--- src/rtl/definition.sv ---
// Default bus widths shared by the bridge, its interface and the decoder.
// APB_ADDR_WIDTH    : paddr width in bits
// APB_DATA_WIDTH    : pwdata/prdata width in bits (multiple of 8)
// APB_SLAVE_DEVICES : number of slaves, i.e. width of the one-hot select
`ifndef APB_DEFINITION_SV
`define APB_DEFINITION_SV
`define APB_ADDR_WIDTH    32
`define APB_DATA_WIDTH    32
`define APB_SLAVE_DEVICES 4
`endif

--- src/rtl/apb_pkg.sv ---
// Shared types for the APB master bridge: FSM state encoding, the command
// record and the pprot attribute bits. No ports.
`include "definition.sv"

package apb_pkg;

    typedef enum logic [1:0] {
        IDLE   = 2'd0,
        SETUP  = 2'd1,
        ACCESS = 2'd2,
        RESP   = 2'd3
    } apb_state_e;

    localparam int APB_AW = `APB_ADDR_WIDTH;
    localparam int APB_DW = `APB_DATA_WIDTH;

    // pprot bit meanings
    localparam logic [2:0] APB_PROT_PRIVILEGED  = 3'b001;
    localparam logic [2:0] APB_PROT_NONSECURE   = 3'b010;
    localparam logic [2:0] APB_PROT_INSTRUCTION = 3'b100;

    typedef struct packed {
        logic                  write;
        logic [APB_AW-1:0]     addr;
        logic [APB_DW-1:0]     wdata;
        logic [APB_DW/8-1:0]   strb;
        logic [2:0]            prot;
    } apb_cmd_t;

    // Width of the slave index field; a single slave still gets one bit.
    function automatic int idx_width(input int n);
        return (n > 1) ? $clog2(n) : 1;
    endfunction

endpackage

--- src/rtl/apb_master_bridge_if.sv ---
// Signal bundle between the bridge and its environment.
//   command channel : cmd_valid/cmd_ready + cmd_write/addr/wdata/strb/prot
//   response channel: rsp_valid/rsp_ready + rsp_rdata/error/timeout
//   APB side        : addr, sels, penable, write, wdata, strb, prot (out)
//                     master_ready, rdata, master_error_in (in)
// modport master is the bridge, modport slave is everything around it.
`include "definition.sv"

interface apb_master_bridge_if #(
    parameter int ADDR_WIDTH    = `APB_ADDR_WIDTH,
    parameter int DATA_WIDTH    = `APB_DATA_WIDTH,
    parameter int SLAVE_DEVICES = `APB_SLAVE_DEVICES
);
    logic                      cmd_valid;
    logic                      cmd_ready;
    logic                      cmd_write;
    logic [ADDR_WIDTH-1:0]     cmd_addr;
    logic [DATA_WIDTH-1:0]     cmd_wdata;
    logic [DATA_WIDTH/8-1:0]   cmd_strb;
    logic [2:0]                cmd_prot;

    logic                      rsp_valid;
    logic                      rsp_ready;
    logic [DATA_WIDTH-1:0]     rsp_rdata;
    logic                      rsp_error;
    logic                      rsp_timeout;

    logic [ADDR_WIDTH-1:0]     addr;
    logic [SLAVE_DEVICES-1:0]  sels;
    logic                      penable;
    logic                      write;
    logic [DATA_WIDTH-1:0]     wdata;
    logic [DATA_WIDTH/8-1:0]   strb;
    logic [2:0]                prot;
    logic                      master_ready;
    logic [DATA_WIDTH-1:0]     rdata;
    logic                      master_error_in;

    modport master (
        input  cmd_valid, cmd_write, cmd_addr, cmd_wdata, cmd_strb, cmd_prot,
        output cmd_ready,
        output rsp_valid, rsp_rdata, rsp_error, rsp_timeout,
        input  rsp_ready,
        output addr, sels, penable, write, wdata, strb, prot,
        input  master_ready, rdata, master_error_in
    );

    modport slave (
        output cmd_valid, cmd_write, cmd_addr, cmd_wdata, cmd_strb, cmd_prot,
        input  cmd_ready,
        input  rsp_valid, rsp_rdata, rsp_error, rsp_timeout,
        output rsp_ready,
        input  addr, sels, penable, write, wdata, strb, prot,
        output master_ready, rdata, master_error_in
    );
endinterface

--- src/rtl/apb_addr_decode.sv ---
// Combinational address decoder.
//   addr_i       : byte address
//   sel_o        : one-hot slave select (all zero on decode error)
//   decode_err_o : index beyond the last slave, or any address bit above
//                  the index field set
`include "definition.sv"

module apb_addr_decode
    import apb_pkg::*;
#(
    parameter int ADDR_WIDTH      = `APB_ADDR_WIDTH,
    parameter int SLAVE_DEVICES   = `APB_SLAVE_DEVICES,
    parameter int SLAVE_ADDR_BITS = 12
) (
    input  logic [ADDR_WIDTH-1:0]    addr_i,
    output logic [SLAVE_DEVICES-1:0] sel_o,
    output logic                     decode_err_o
);
    localparam int IDXW   = idx_width(SLAVE_DEVICES);
    localparam int HI_LSB = SLAVE_ADDR_BITS + IDXW;
    localparam logic [IDXW:0] N_SLV = SLAVE_DEVICES[IDXW:0];

    logic [IDXW-1:0] idx;
    logic            idx_oob;
    logic            upper_set;
    logic            unused_lo;

    assign idx     = addr_i[SLAVE_ADDR_BITS +: IDXW];
    assign idx_oob = ({1'b0, idx} >= N_SLV);
    // Offset bits inside a slave window play no part in the decode.
    assign unused_lo = ^addr_i[SLAVE_ADDR_BITS-1:0];

    generate
        if (HI_LSB < ADDR_WIDTH) begin : g_upper
            assign upper_set = |addr_i[ADDR_WIDTH-1:HI_LSB];
        end else begin : g_no_upper
            assign upper_set = 1'b0;
        end
    endgenerate

    assign decode_err_o = idx_oob | upper_set;

    genvar gi;
    generate
        for (gi = 0; gi < SLAVE_DEVICES; gi++) begin : g_sel
            assign sel_o[gi] = !decode_err_o && (idx == IDXW'(gi));
        end
    endgenerate
endmodule

--- src/rtl/apb_master_bridge.sv ---
// APB master bridge: takes one read/write command at a time, runs the APB
// SETUP/ACCESS phases and returns a single response per command.
//   clk, rstn : clock and asynchronous active-low reset
//   bus       : apb_master_bridge_if.master (command, response, APB signals)
// Every output comes straight from a register. A slave that never raises
// master_ready is abandoned after TIMEOUT_CYCLES ACCESS cycles (0 = wait forever).
`include "definition.sv"

module apb_master_bridge
    import apb_pkg::*;
#(
    parameter int ADDR_WIDTH      = `APB_ADDR_WIDTH,
    parameter int DATA_WIDTH      = `APB_DATA_WIDTH,
    parameter int SLAVE_DEVICES   = `APB_SLAVE_DEVICES,
    parameter int SLAVE_ADDR_BITS = 12,
    parameter int TIMEOUT_CYCLES  = 16
) (
    input  logic               clk,
    input  logic               rstn,
    apb_master_bridge_if.master bus
);
    localparam int STRB_W   = DATA_WIDTH / 8;
    localparam int TMO_W    = (TIMEOUT_CYCLES > 1) ? $clog2(TIMEOUT_CYCLES) : 1;
    localparam int TMO_LAST = (TIMEOUT_CYCLES > 0) ? TIMEOUT_CYCLES - 1 : 0;
    localparam logic [TMO_W-1:0] TMO_LAST_V = TMO_W'(TMO_LAST);
    localparam bit   TMO_EN = (TIMEOUT_CYCLES > 0);

    apb_state_e               state_q, state_d;
    logic                     cmd_ready_q, cmd_ready_d;
    logic                     rsp_valid_q, rsp_valid_d;
    logic [DATA_WIDTH-1:0]    rsp_rdata_q, rsp_rdata_d;
    logic                     rsp_error_q, rsp_error_d;
    logic                     rsp_timeout_q, rsp_timeout_d;
    logic [ADDR_WIDTH-1:0]    addr_q, addr_d;
    logic [SLAVE_DEVICES-1:0] sels_q, sels_d;
    logic                     penable_q, penable_d;
    logic                     write_q, write_d;
    logic [DATA_WIDTH-1:0]    wdata_q, wdata_d;
    logic [STRB_W-1:0]        strb_q, strb_d;
    logic [2:0]               prot_q, prot_d;
    logic [TMO_W-1:0]         tmo_cnt_q, tmo_cnt_d;

    logic [SLAVE_DEVICES-1:0] dec_sel;
    logic                     dec_err;

    apb_addr_decode #(
        .ADDR_WIDTH      (ADDR_WIDTH),
        .SLAVE_DEVICES   (SLAVE_DEVICES),
        .SLAVE_ADDR_BITS (SLAVE_ADDR_BITS)
    ) u_decode (
        .addr_i       (bus.cmd_addr),
        .sel_o        (dec_sel),
        .decode_err_o (dec_err)
    );

    always_ff @(posedge clk or negedge rstn) begin
        if (!rstn) begin
            state_q       <= IDLE;
            cmd_ready_q   <= 1'b1;
            rsp_valid_q   <= 1'b0;
            rsp_rdata_q   <= '0;
            rsp_error_q   <= 1'b0;
            rsp_timeout_q <= 1'b0;
            addr_q        <= '0;
            sels_q        <= '0;
            penable_q     <= 1'b0;
            write_q       <= 1'b0;
            wdata_q       <= '0;
            strb_q        <= '0;
            prot_q        <= '0;
            tmo_cnt_q     <= '0;
        end else begin
            state_q       <= state_d;
            cmd_ready_q   <= cmd_ready_d;
            rsp_valid_q   <= rsp_valid_d;
            rsp_rdata_q   <= rsp_rdata_d;
            rsp_error_q   <= rsp_error_d;
            rsp_timeout_q <= rsp_timeout_d;
            addr_q        <= addr_d;
            sels_q        <= sels_d;
            penable_q     <= penable_d;
            write_q       <= write_d;
            wdata_q       <= wdata_d;
            strb_q        <= strb_d;
            prot_q        <= prot_d;
            tmo_cnt_q     <= tmo_cnt_d;
        end
    end

    always_comb begin
        state_d       = state_q;
        cmd_ready_d   = cmd_ready_q;
        rsp_valid_d   = rsp_valid_q;
        rsp_rdata_d   = rsp_rdata_q;
        rsp_error_d   = rsp_error_q;
        rsp_timeout_d = rsp_timeout_q;
        addr_d        = addr_q;
        sels_d        = sels_q;
        penable_d     = penable_q;
        write_d       = write_q;
        wdata_d       = wdata_q;
        strb_d        = strb_q;
        prot_d        = prot_q;
        tmo_cnt_d     = tmo_cnt_q;

        case (state_q)
            IDLE: begin
                if (bus.cmd_valid && cmd_ready_q) begin
                    cmd_ready_d = 1'b0;
                    if (dec_err) begin
                        // Unmapped address: answer at once, never touch the bus.
                        state_d       = RESP;
                        rsp_valid_d   = 1'b1;
                        rsp_error_d   = 1'b1;
                        rsp_timeout_d = 1'b0;
                        rsp_rdata_d   = '0;
                    end else begin
                        state_d = SETUP;
                        sels_d  = dec_sel;
                        addr_d  = bus.cmd_addr;
                        write_d = bus.cmd_write;
                        wdata_d = bus.cmd_wdata;
                        strb_d  = bus.cmd_write ? bus.cmd_strb : '0;
                        prot_d  = bus.cmd_prot;
                    end
                end
            end
            SETUP: begin
                state_d   = ACCESS;
                penable_d = 1'b1;
                tmo_cnt_d = '0;
            end
            ACCESS: begin
                if (bus.master_ready) begin
                    state_d       = RESP;
                    sels_d        = '0;
                    penable_d     = 1'b0;
                    rsp_valid_d   = 1'b1;
                    rsp_error_d   = bus.master_error_in;
                    rsp_timeout_d = 1'b0;
                    // Read data is only meaningful on a clean read.
                    rsp_rdata_d   = (write_q || bus.master_error_in) ? '0 : bus.rdata;
                end else if (TMO_EN && (tmo_cnt_q == TMO_LAST_V)) begin
                    state_d       = RESP;
                    sels_d        = '0;
                    penable_d     = 1'b0;
                    rsp_valid_d   = 1'b1;
                    rsp_error_d   = 1'b1;
                    rsp_timeout_d = 1'b1;
                    rsp_rdata_d   = '0;
                end else if (TMO_EN) begin
                    tmo_cnt_d = tmo_cnt_q + 1'b1;
                end
            end
            RESP: begin
                if (bus.rsp_ready) begin
                    state_d     = IDLE;
                    rsp_valid_d = 1'b0;
                    cmd_ready_d = 1'b1;
                end
            end
            default: state_d = IDLE;
        endcase
    end

    assign bus.cmd_ready   = cmd_ready_q;
    assign bus.rsp_valid   = rsp_valid_q;
    assign bus.rsp_rdata   = rsp_rdata_q;
    assign bus.rsp_error   = rsp_error_q;
    assign bus.rsp_timeout = rsp_timeout_q;
    assign bus.addr        = addr_q;
    assign bus.sels        = sels_q;
    assign bus.penable     = penable_q;
    assign bus.write       = write_q;
    assign bus.wdata       = wdata_q;
    assign bus.strb        = strb_q;
    assign bus.prot        = prot_q;
endmodule
--- src/flat_wrapper.sv ---
// flat-port wrapper written by rule: the top's interface ports become plain ports
module apb_master_bridge_flat import apb_pkg::*;
#(
    parameter int ADDR_WIDTH      = `APB_ADDR_WIDTH,
    parameter int DATA_WIDTH      = `APB_DATA_WIDTH,
    parameter int SLAVE_DEVICES   = `APB_SLAVE_DEVICES,
    parameter int SLAVE_ADDR_BITS = 12,
    parameter int TIMEOUT_CYCLES  = 16
)
  (clk, rstn, bus_cmd_valid, bus_cmd_write, bus_cmd_addr, bus_cmd_wdata, bus_cmd_strb, bus_cmd_prot, bus_cmd_ready, bus_rsp_valid, bus_rsp_rdata, bus_rsp_error, bus_rsp_timeout, bus_rsp_ready, bus_addr, bus_sels, bus_penable, bus_write, bus_wdata, bus_strb, bus_prot, bus_master_ready, bus_rdata, bus_master_error_in);
  apb_master_bridge_if #(.ADDR_WIDTH(ADDR_WIDTH), .DATA_WIDTH(DATA_WIDTH), .SLAVE_DEVICES(SLAVE_DEVICES)) bus_i ();
  input  logic clk;
  input  logic rstn;
  input wire logic [$bits(bus_i.cmd_valid)-1:0] bus_cmd_valid;
  input wire logic [$bits(bus_i.cmd_write)-1:0] bus_cmd_write;
  input wire logic [$bits(bus_i.cmd_addr)-1:0] bus_cmd_addr;
  input wire logic [$bits(bus_i.cmd_wdata)-1:0] bus_cmd_wdata;
  input wire logic [$bits(bus_i.cmd_strb)-1:0] bus_cmd_strb;
  input wire logic [$bits(bus_i.cmd_prot)-1:0] bus_cmd_prot;
  output wire logic [$bits(bus_i.cmd_ready)-1:0] bus_cmd_ready;
  output wire logic [$bits(bus_i.rsp_valid)-1:0] bus_rsp_valid;
  output wire logic [$bits(bus_i.rsp_rdata)-1:0] bus_rsp_rdata;
  output wire logic [$bits(bus_i.rsp_error)-1:0] bus_rsp_error;
  output wire logic [$bits(bus_i.rsp_timeout)-1:0] bus_rsp_timeout;
  input wire logic [$bits(bus_i.rsp_ready)-1:0] bus_rsp_ready;
  output wire logic [$bits(bus_i.addr)-1:0] bus_addr;
  output wire logic [$bits(bus_i.sels)-1:0] bus_sels;
  output wire logic [$bits(bus_i.penable)-1:0] bus_penable;
  output wire logic [$bits(bus_i.write)-1:0] bus_write;
  output wire logic [$bits(bus_i.wdata)-1:0] bus_wdata;
  output wire logic [$bits(bus_i.strb)-1:0] bus_strb;
  output wire logic [$bits(bus_i.prot)-1:0] bus_prot;
  input wire logic [$bits(bus_i.master_ready)-1:0] bus_master_ready;
  input wire logic [$bits(bus_i.rdata)-1:0] bus_rdata;
  input wire logic [$bits(bus_i.master_error_in)-1:0] bus_master_error_in;
  assign bus_i.cmd_valid = bus_cmd_valid;
  assign bus_i.cmd_write = bus_cmd_write;
  assign bus_i.cmd_addr = bus_cmd_addr;
  assign bus_i.cmd_wdata = bus_cmd_wdata;
  assign bus_i.cmd_strb = bus_cmd_strb;
  assign bus_i.cmd_prot = bus_cmd_prot;
  assign bus_cmd_ready = bus_i.cmd_ready;
  assign bus_rsp_valid = bus_i.rsp_valid;
  assign bus_rsp_rdata = bus_i.rsp_rdata;
  assign bus_rsp_error = bus_i.rsp_error;
  assign bus_rsp_timeout = bus_i.rsp_timeout;
  assign bus_i.rsp_ready = bus_rsp_ready;
  assign bus_addr = bus_i.addr;
  assign bus_sels = bus_i.sels;
  assign bus_penable = bus_i.penable;
  assign bus_write = bus_i.write;
  assign bus_wdata = bus_i.wdata;
  assign bus_strb = bus_i.strb;
  assign bus_prot = bus_i.prot;
  assign bus_i.master_ready = bus_master_ready;
  assign bus_i.rdata = bus_rdata;
  assign bus_i.master_error_in = bus_master_error_in;
  apb_master_bridge #(.ADDR_WIDTH(ADDR_WIDTH), .DATA_WIDTH(DATA_WIDTH), .SLAVE_DEVICES(SLAVE_DEVICES), .SLAVE_ADDR_BITS(SLAVE_ADDR_BITS), .TIMEOUT_CYCLES(TIMEOUT_CYCLES)) u_core (.clk(clk), .rstn(rstn), .bus(bus_i));
endmodule
--- config.mk ---
export PLATFORM = sky130hd
export DESIGN_NAME = apb_master_bridge_flat
export DESIGN_NICKNAME = d
export VERILOG_FILES = /design/src/rtl/apb_pkg.sv /design/src/rtl/apb_master_bridge_if.sv /design/src/rtl/apb_addr_decode.sv /design/src/rtl/apb_master_bridge.sv /design/src/flat_wrapper.sv
export VERILOG_INCLUDE_DIRS = /design/src /design/src/rtl
export SDC_FILE = /design/constraint.sdc
export NUM_CORES = 1
export LEC_CHECK = 0
export CORE_MARGIN = 3
export CORE_UTILIZATION = 46
export CTS_CLUSTER_DIAMETER = 30
export CTS_CLUSTER_SIZE = 28
export DETAILED_ROUTE_END_ITERATION = 7
export PLACE_DENSITY = 0.91
export SYNTH_ARGS = -nofsm -noshare
export SYNTH_HDL_FRONTEND = slang
export SYNTH_SLANG_ARGS = --single-unit
--- constraint.sdc ---
create_clock -name clk -period 5.5 [get_ports clk]
set_input_delay 0.825 -clock clk [delete_from_list [all_inputs] [get_ports clk]]
set_output_delay 0.825 -clock clk [all_outputs]
set_load 0.1 [all_outputs]
==> impl_metrics.tcl, run 1 <==
set metrics [dict create \
    clkPwrFrac_pct 31.6 \
    min_period_ns 3.02 \
    syn_avg_cell_area_um2 13.4 \
    synth.area.top_cells "dfrtp_1 (56%), mux2_4 (14%), mux2i_1 (7.1%)" \
    yosys_most_used_dff "dfrtp_1" \
    ctsHoldBuffers 0 \
    ir_worst_vdd_mv 0.398 \
    crit_fanout 72 \
    p_int_mw 2.16 \
    ctsResizeCount 0 \
    cts.sinks 119 \
    worstHoldPathType "in -> async" \
    track_usage_pct 22.0 \
    viasPerCell 4.95 \
    grt_max_degree 73 \
    post-cts-setup-buffers 0 \
    synth_area_um2 5240 \
    yosysMostFrequentCell "dfrtp_1" \
    yosys.area.top_type "dfrtp_1" \
    drtIter0Drc 252 \
    rows 38 \
    port_buffers 222 \
    synth-edff-count 0 \
    synth_compound_area_share_pct 3.13 \
    gp_congestion 0.863 \
    vias 3809 \
    synthArstFlopShare_pct 100 \
    clockBufferDepth 2 \
    p_total_mw 3.62 \
    post-synth-top-area-fraction_pct 56.4 \
    grt_pass1_wl_mm 21.8 \
    grt_overflow 0 \
    synthCells 391 \
    synth_seq_cells 119 \
    maxSlewViolCount 0 \
    synthSimpleGateAreaFrac_pct 9.66 \
    setup_viol 0 \
    grt_pass1_vias 4143 \
    switching_share_pct 40.3 \
    ys_seq_area_share_pct 56.9 \
    crit_type "in -> reg" \
    maxSlewHeadroom_pct 18.9 \
    n_antenna_cell 0 \
    yosysWarnings 0 \
    start_kind "input pin" \
    hpwl_mm 9.75 \
    finClkSkew_ns 0.00652 \
    worstPathRequired_ns 5.79 \
    grt_antenna_before_repair 0 \
    crit_chain "clkdlybuf4s50_1 > nor4_4 > and2_4 > and3_4 > mux2_2" \
    power_frac_comb_pct 39.6 \
    drt_first_pass_iters 4 \
    hold_viol_final 0 \
    drv_cap 0 \
    critPathArrivalTime_ns 3.31 \
    rsz0062_at_grt "no" \
    endpoint_kind "register" \
    outcome "finished, final reports clean" \
    synthXorXnorAreaFrac_pct 0.167 \
    wl_mm 13.7 \
    drc 0 \
    syn2layout_area_growth_pct 54.4 \
    clk_pin_slew_worst_paths_ns 0.06 \
    htree_levels 4 \
    clock-root-buffer "clkbuf_16" \
    core_um2 11000 \
    synth_cell_types 45 \
    ant_nets 0 \
    start_util_pct 47.7 \
    leakage_nw 3.59 \
    nets 732 \
    synth_commonest_cells "dfrtp_1 (118), mux2_4 (48), nand2_1 (42)" \
    syn-num-nets 506 \
    critical_path.max_stage_delay_ns 0.95 \
    final.setup.tns_ns 0 \
    die_area_um2 12700 \
    fillers 715 \
    die_h_um 113 \
    worst_slew_pin_slew_ns 1.21 \
    fmax_ghz 0.331 \
    synthAdderAreaFrac_pct 1.20 \
    drive_gt1_share_pct 15.6 \
    io_pins 223 \
    clk_latency_ns 0.40 \
    numCtsBuffers 17 \
    slowest_stage "and3_4" \
    p_switching_mw 1.46 \
    synth_top_family_by_area "multiplexers" \
    wl_per_cell_um 17.8 \
    pwr-share-seq_pct 28.9 \
    fin_crit_sh_pct 54.9 \
    cts_tree "done" \
    synth.area.mux_share_pct 22.6 \
    die_w_um 113 \
    power_density_nw_per_um2 448 \
]
## cells in the final DEF, fill, tap and decap left out, types with 4 or more instances in the layout
cell and n:
mux2_1 4, clkdlybuf4s50_1 221, nand2_1 42, inv_1 41, o21ai_0 7, clkbuf_8 5
nor2_1 9, ha_1 5, mux2_4 48, nor2b_1 21, clkinv_2 6, clkbuf_16 17
mux2i_1 37, mux2_2 4, dfrtp_1 118
## sequential cells by signal, indices dropped and copies added (netlist names)
signal / flops
u_core.bus.write: 1
u_core.state_q: 2
u_core.bus.wdata: 32
u_core.bus.sels: 4
u_core.tmo_cnt_q: 4
u_core.bus.strb: 4
u_core.bus.penable: 1
u_core.bus.addr: 32
u_core.bus.cmd_ready: 1
u_core.bus.prot: 3
u_core.bus.rsp_error: 1
u_core.bus.rsp_rdata: 32
u_core.bus.rsp_valid: 1
u_core.bus.rsp_timeout: 1
## stage by stage
stage	hold WS, ns	cells	cell area (µm²)	utilization (%)	setup WS (ns)
after floorplan	0.477	391	5240	-	3.23
after global placement	0.478	738	7470	68.0	2.11
after detailed placement	0.475	738	7470	68.0	2.06
after CTS	0.499	770	8090	73.6	2.49
after global routing	0.520	770	8090	73.6	2.37
final	0.491	770	8090	73.6	2.48
## final cells by class
| cell class | instances | area (µm²) | area share (%) |
|---|---|---|---|
| Sequential cell | 119 | 2980 | 36.8 |
| Inverter | 41 | 154 | 1.90 |
| Multi-Input combinational cell | 214 | 1920 | 23.8 |
| Clock buffer | 23 | 498 | 6.16 |
| Tap cell | 140 | 175 | 2.17 |
| Timing Repair Buffer | 224 | 2230 | 27.6 |
| Clock inverter | 9 | 120 | 1.49 |
## kinds of logic (layout without fill, tap and decap cells)
family | count (synthesis) | after routing
buffers and inverters | 58 | 297
and+or+nand+nor | 94 | 94
AOI/OAI and AO/OA | 21 | 21
adders and majority gates | 5 | 5
DFF | 119 | 119
muxes | 93 | 93
xor gates and xnor gates | 1 | 1
## routing by layer
layer / wire length, µm / global-route usage [%] / share of wire, %
met5: 0 / 0 / 0
met4: 262 / 8.41 / 1.9
met3: 773 / 6.31 / 5.6
met2: 7330 / 38.7 / 54
met1: 5320 / 25.4 / 39
## power groups by stage
stage                     Combinational (mW)  Sequential [mW]  Clock [mW]
final                                   1.43             1.05        1.14
after global routing                    1.49             1.06        1.20
after CTS                               1.44             1.05        1.16
after detailed placement                1.43             1.06           0
after global placement                  1.40             1.05           0
after floorplan                        0.404             1.70           0
## path summary, 6_finish.rpt
check / start / endpoint / slack (ns) / cells after the start
min in group clk: u_core.bus.sels[0] / u_core.bus.sels[0] / 0.49 / 1
setup reg to reg: u_core.state_q[0] / u_core.bus.wdata[0] / 2.81 / 5
max in group asynchronous: rstn / u_core.bus.wdata[6] / 3.75 / 2
hold reg to reg: u_core.bus.sels[0] / u_core.bus.sels[0] / 0.49 / 1
setup / recovery: bus_cmd_addr[29] / u_core.bus.wdata[0] / 2.48 / 5
hold / removal: rstn / u_core.bus.rsp_rdata[6] / 0.49 / 1
## critical path: cells and delay by family
family | cells | cell delay [ns]
buffers and inverters | 1 | 0.44
muxes | 1 | 0.42
and+or+nand+nor | 3 | 1.55
(Power assumes the default switching activity.)
==> run 2: changes to the inputs <==
--- a/config.mk
+++ b/config.mk
@@ -7,11 +7,11 @@
 export NUM_CORES = 1
 export LEC_CHECK = 0
 export CORE_MARGIN = 3
-export CORE_UTILIZATION = 46
+export CORE_UTILIZATION = 43
 export CTS_CLUSTER_DIAMETER = 30
 export CTS_CLUSTER_SIZE = 28
 export DETAILED_ROUTE_END_ITERATION = 7
-export PLACE_DENSITY = 0.91
+export PLACE_DENSITY = 0.86
 export SYNTH_ARGS = -nofsm -noshare
 export SYNTH_HDL_FRONTEND = slang
 export SYNTH_SLANG_ARGS = --single-unit
==> constraint.sdc (replaced) <==
create_clock -name clk -period 3.1 [get_ports clk]
set_input_delay 0.465 -clock clk [delete_from_list [all_inputs] [get_ports clk]]
set_output_delay 0.465 -clock clk [all_outputs]
set_load 0.1 [all_outputs]
==> run 2 against run 1 <==
  * Clock skew up 0.0017 ns
  * Critical endpoint is now u_core.bus.rsp_rdata[19]
  * Final cell count up 1.0%
  * Core utilization fell by 5.8 points
  * Critical path type is now reg -> reg
  * Sequential power increased by 77%
  * Highest routed layer unchanged
==> impl_metrics.tcl, run 2 (same netlist as run 1, synthesis figures left out) <==
set metrics [dict create \
    outcome "finished, final reports clean" \
    grt_antenna_before_repair 0 \
    fmax_ghz 0.412 \
    worstSetupStartpoint "u_core.state_q[1]" \
    maxSlewHeadroom_pct 49.4 \
    maxSlewViolCount 0 \
    cts_tree "done" \
    crit_chain "inv_1 > ha_1 > and3_1 > o2bb2ai_1 > a31oi_4 > buf_4 > mux2i_1" \
    fin_crit_sh_pct 78.3 \
    cts.sinks 119 \
    utilization_pct 67.8 \
    min_period_ns 2.43 \
    critical_path.max_stage_delay_ns 0.49 \
    wl_mm 12.8 \
    critPathArrivalTime_ns 2.74 \
    grt_max_degree 64 \
    worstPathRequired_ns 3.41 \
    crit_buf_inv 2 \
    endpoint_kind "register" \
    start_kind "register" \
    leakage_nw 3.85 \
    rows 39 \
    n_antenna_cell 0 \
    syn2layout_area_growth_pct 51.0 \
    post-cts-setup-buffers 0 \
    worst_slew_pin_slew_ns 0.759 \
    layout_common_cells "buf_4 (119), dfrtp_1 (118), clkdlybuf4s50_1 (108)" \
    crit_fanout 32 \
    rsz0062_at_grt "no" \
    clk_pin_slew_worst_paths_ns 0.05 \
    clk_latency_ns 0.41 \
    power_density_nw_per_um2 815 \
    ctsHoldBuffers 0 \
    drtIter0Drc 196 \
    wl_per_cell_um 16.5 \
    grt_pass1_wl_mm 19.9 \
    drc 0 \
    htree_levels 4 \
    hold_viol_final 0 \
    p_total_mw 6.44 \
    worstHoldPathType "in -> async" \
    core_um2 11700 \
    r2r_start "u_core.state_q[1]" \
    crit_type "reg -> reg" \
    final_common_cell "buf_4" \
    nets 737 \
    clock-root-buffer "clkbuf_16" \
    io_pins 223 \
    ant_nets 0 \
    ir_worst_vdd_mv 0.730 \
    port_buffers 222 \
    grt_overflow 0 \
    track_usage_pct 18.9 \
    die_area_um2 13500 \
    setup_viol 0 \
    drt_first_pass_iters 4 \
    vias 3724 \
    numCtsBuffers 17 \
    finClkSkew_ns 0.00817 \
    gp_congestion 0.780 \
    clockBufferDepth 2 \
    whs_ns 0.131 \
    die_h_um 116 \
    final.setup.tns_ns 0 \
    hpwl_mm 9.51 \
    die_w_um 116 \
    ctsResizeCount 0 \
    drive_gt1_share_pct 33.9 \
    start_util_pct 44.9 \
    cp_top_family "buffers and inverters" \
    drv_cap 0 \
    slowest_stage "buf_4" \
    grt_pass1_vias 3930 \
    viasPerCell 4.79 \
]
[run 2: power breakdown]
group          switching (mW)  internal, mW  leakage, nW  total (mW)
clock                   0.658          1.47        0.319        2.13
combinational            1.78         0.678         1.91        2.46
sequential              0.113          1.74         1.62        1.86
total                    2.55          3.89         3.85        6.44
[run 2: routing by layer]
layer  global-route usage (%)  vias to the layer above  share of wire [%]
li1                         -                     1766                  -
met1                     23.1                     1807                 41
met2                     31.8                      136                 50
met3                     6.37                       15                7.3
met4                     5.96                        0                1.1
met5                        0                        -                  0
[run 2: layout make-up]
class / instances / area, µm²
Tap cell: 143 / 179
Clock inverter: 7 / 138
Multi-Input combinational cell: 214 / 1920
Timing Repair Buffer: 229 / 2010
Clock buffer: 25 / 515
Fill cell: 820 / 3760
Sequential cell: 119 / 2980
Inverter: 41 / 154
[run 2: worst paths after layout]
kind | end | slack, ns | depth (start not counted)
max in group asynchronous | u_core.bus.addr[15] | 2.14 | 2
max reg2reg | u_core.bus.rsp_rdata[19] | 0.67 | 7
min | u_core.bus.wdata[30] | 0.13 | 1
max | u_core.bus.rsp_rdata[19] | 0.67 | 7
min reg2reg | u_core.bus.sels[0] | 0.50 | 1
min in group clk | u_core.bus.sels[0] | 0.50 | 1
[run 2: through the flow]
| step | std cells | instance area, µm² | setup WS (ns) |
|---|---|---|---|
| after global routing | 778 | 7900 | 0.488 |
| after floorplan | 391 | 5240 | 1.12 |
| after detailed placement | 746 | 7250 | 0.397 |
| after global placement | 746 | 7250 | 0.469 |
| final | 778 | 7900 | 0.672 |
| after CTS | 778 | 7900 | 0.661 |
==> run 3: changes to the inputs <==
--- a/config.mk
+++ b/config.mk
@@ -7,11 +7,11 @@
 export NUM_CORES = 1
 export LEC_CHECK = 0
 export CORE_MARGIN = 3
-export CORE_UTILIZATION = 43
+export CORE_UTILIZATION = 39
 export CTS_CLUSTER_DIAMETER = 30
 export CTS_CLUSTER_SIZE = 28
 export DETAILED_ROUTE_END_ITERATION = 7
-export PLACE_DENSITY = 0.86
+export PLACE_DENSITY = 0.83
 export SYNTH_ARGS = -nofsm -noshare
 export SYNTH_HDL_FRONTEND = slang
 export SYNTH_SLANG_ARGS = --single-unit
==> constraint.sdc (replaced) <==
create_clock -name clk -period 2 [get_ports clk]
set_input_delay 0.3 -clock clk [delete_from_list [all_inputs] [get_ports clk]]
set_output_delay 0.3 -clock clk [all_outputs]
set_load 0.1 [all_outputs]
==> run 3 against run 2 <==
  * Clock-buffer cell count decreased by 3
  * First-iteration DRC count decreased by 13%
  * Critical path depth decreased by 1
  * Worst hold slack improved by 0.26 ns
  * Final area increased by 4.7%
  * Core utilization decreased by 3.5 points
  * Die area increased by 9.7%
  * Total power increased by 63%
  * Clock power increased by 63%
  * Non-clock buffer count increased by 25
  * Worst setup slack got worse by 0.61 ns
  * Sequential share of layout area decreased by 1.7 points
  * Critical path type unchanged
  * Largest power group unchanged
  * Highest routed layer unchanged
==> impl_metrics.tcl, run 3 (same netlist as run 1, synthesis figures left out) <==
set metrics [dict create \
    outcome "finished, final reports clean" \
    min_period_ns 1.93 \
    p_total_mw 10.5 \
    hpwl_mm 9.96 \
    grt_pass1_wl_mm 21.3 \
    clk_pin_slew_worst_paths_ns 0.06 \
    clock-root-buffer "clkbuf_16" \
    pwr-share-seq_pct 27.5 \
    clockBufferDepth 2 \
    wl_mm 14.0 \
    seq_area_um2 2980 \
    drt_first_pass_iters 4 \
    switching_share_pct 38.8 \
    clk_latency_ns 0.41 \
    layout_common_cells "buf_4 (133), dfrtp_1 (118), clkdlybuf4s50_1 (108)" \
    maxSlewHeadroom_pct 66.8 \
    worst_slew_pin_slew_ns 0.498 \
    maxSlewViolCount 0 \
    wl_per_cell_um 16.8 \
    htree_levels 4 \
    numCtsBuffers 17 \
    fin_crit_sh_pct 96.7 \
    dp_slack_ns -0.313 \
    die_area_um2 14800 \
    syn2layout_area_growth_pct 58.0 \
    start_kind "register" \
    utilization_pct 64.3 \
    p_switching_mw 4.07 \
    clkPwrFrac_pct 33.1 \
    core_um2 12900 \
    ir_worst_vdd_mv 1.05 \
    drive_gt1_share_pct 36.3 \
    start_util_pct 40.7 \
    final.setup.tns_ns 0 \
    ant_nets 0 \
    drc 0 \
    grt_pass1_vias 4169 \
    p_int_mw 6.41 \
    leakage_nw 4.02 \
    nets 762 \
    track_usage_pct 18.4 \
    multi_input_area_um2 1930 \
    endpoint_kind "register" \
    io_pins 223 \
    drtIter0Drc 170 \
    placed_cells 795 \
    port_buffers 222 \
    rsz0062_at_grt "yes" \
    fillers 964 \
    crit_type "reg -> reg" \
    grt_max_degree 53 \
    die_w_um 122 \
    grt_antenna_before_repair 0 \
    worstHoldPathType "in -> async" \
    crit_fanout 9 \
    fmax_ghz 0.517 \
    power_density_nw_per_um2 1270 \
    cts_tree "done" \
    n_antenna_cell 0 \
    finClkSkew_ns 0.00874 \
    drv_cap 0 \
    die_h_um 122 \
    rows 41 \
    critPathArrivalTime_ns 2.22 \
    worstPathRequired_ns 2.29 \
    cts.sinks 119 \
    worst_slack_ns 0.0663 \
    finalNonFillerCells 831 \
    final_common_cell "buf_4" \
    vias 3879 \
    viasPerCell 4.67 \
    setup_viol 0 \
    grt_overflow 0 \
    power_frac_comb_pct 39.4 \
    gp_congestion 0.771 \
    hold_viol_final 0 \
]
==> run 3: cell types whose count changed in the layout (fill, tap and decap cells not counted), sizes merged <==
cell,delta
bufinv,+2
dlygate4sd3,+1
clkinv,+1
buf,+21
clkinvlp,-1
==> run 3: metal layers <==
layer / vias up / global-route usage (%) / part of all wire, %
met5: - / 0 / 0
met4: 0 / 7.49 / 2.3
met3: 26 / 5.71 / 6.8
met2: 163 / 31.7 / 52
met1: 1879 / 21.4 / 39
li1: 1811 / - / -
==> run 3: power by group through the flow <==
stage          sequential (mW)  combinational, mW  clock, mW
2_1_floorplan             4.68               1.11          0
3_3_place_gp              2.90               3.91          0
3_5_place_dp              2.91               3.97          0
4_1_cts                   2.88               3.98       3.54
5_1_grt                   2.92               4.32       3.65
6_report                  2.88               4.12       3.47
==> run 3: worst max-delay path: stages, from the launching register on <==
cell and delay (ns):
dfrtp_1 0.41, inv_1 0.11, ha_2 0.22, and3_1 0.19, and3_4 0.33, buf_4 0.23
mux2_4 0.32
==> run 3: layout make-up <==
class / count / area share [%]
clock buffers: 22 / 5.73
clock inverters: 9 / 2.36
repair buffers: 254 / 28.1
inverters: 41 / 1.86
flip-flops and latches: 119 / 36.0
multi-input cells: 214 / 23.3
well taps: 172 / 2.60
==> run 3: timing repair <==
item,4_1_cts,5_1_grt
hold endpoints to repair,32,0
hold buffers,1,0
buffers inserted,0,1
endpoints found under the setup margin,0,37
resized for setup,0,4
==> run 3: metrics by stage <==
step / area, µm² / hold slack (ns)
floorplan: 5240 / 0.00441
global placement: 7490 / 0.287
detailed placement: 7490 / 0.301
CTS: 8170 / 0.390
global route: 8270 / 0.429
finish: 8270 / 0.393
==> run 3: path summary, 6_finish.rpt <==
kind	start	to	slack (ns)	cells after the start
max in group asynchronous	rstn	u_core.bus.rsp_rdata[9]	0.95	3
setup reg to reg	u_core.state_q[1]	u_core.bus.wdata[10]	0.07	6
min in group clk	bus_rdata[3]	u_core.bus.rsp_rdata[3]	0.45	3
setup / recovery	u_core.state_q[1]	u_core.bus.wdata[10]	0.07	6
hold / removal	rstn	u_core.bus.wdata[27]	0.39	2
hold reg to reg	u_core.bus.addr[30]	u_core.bus.addr[30]	0.51	1
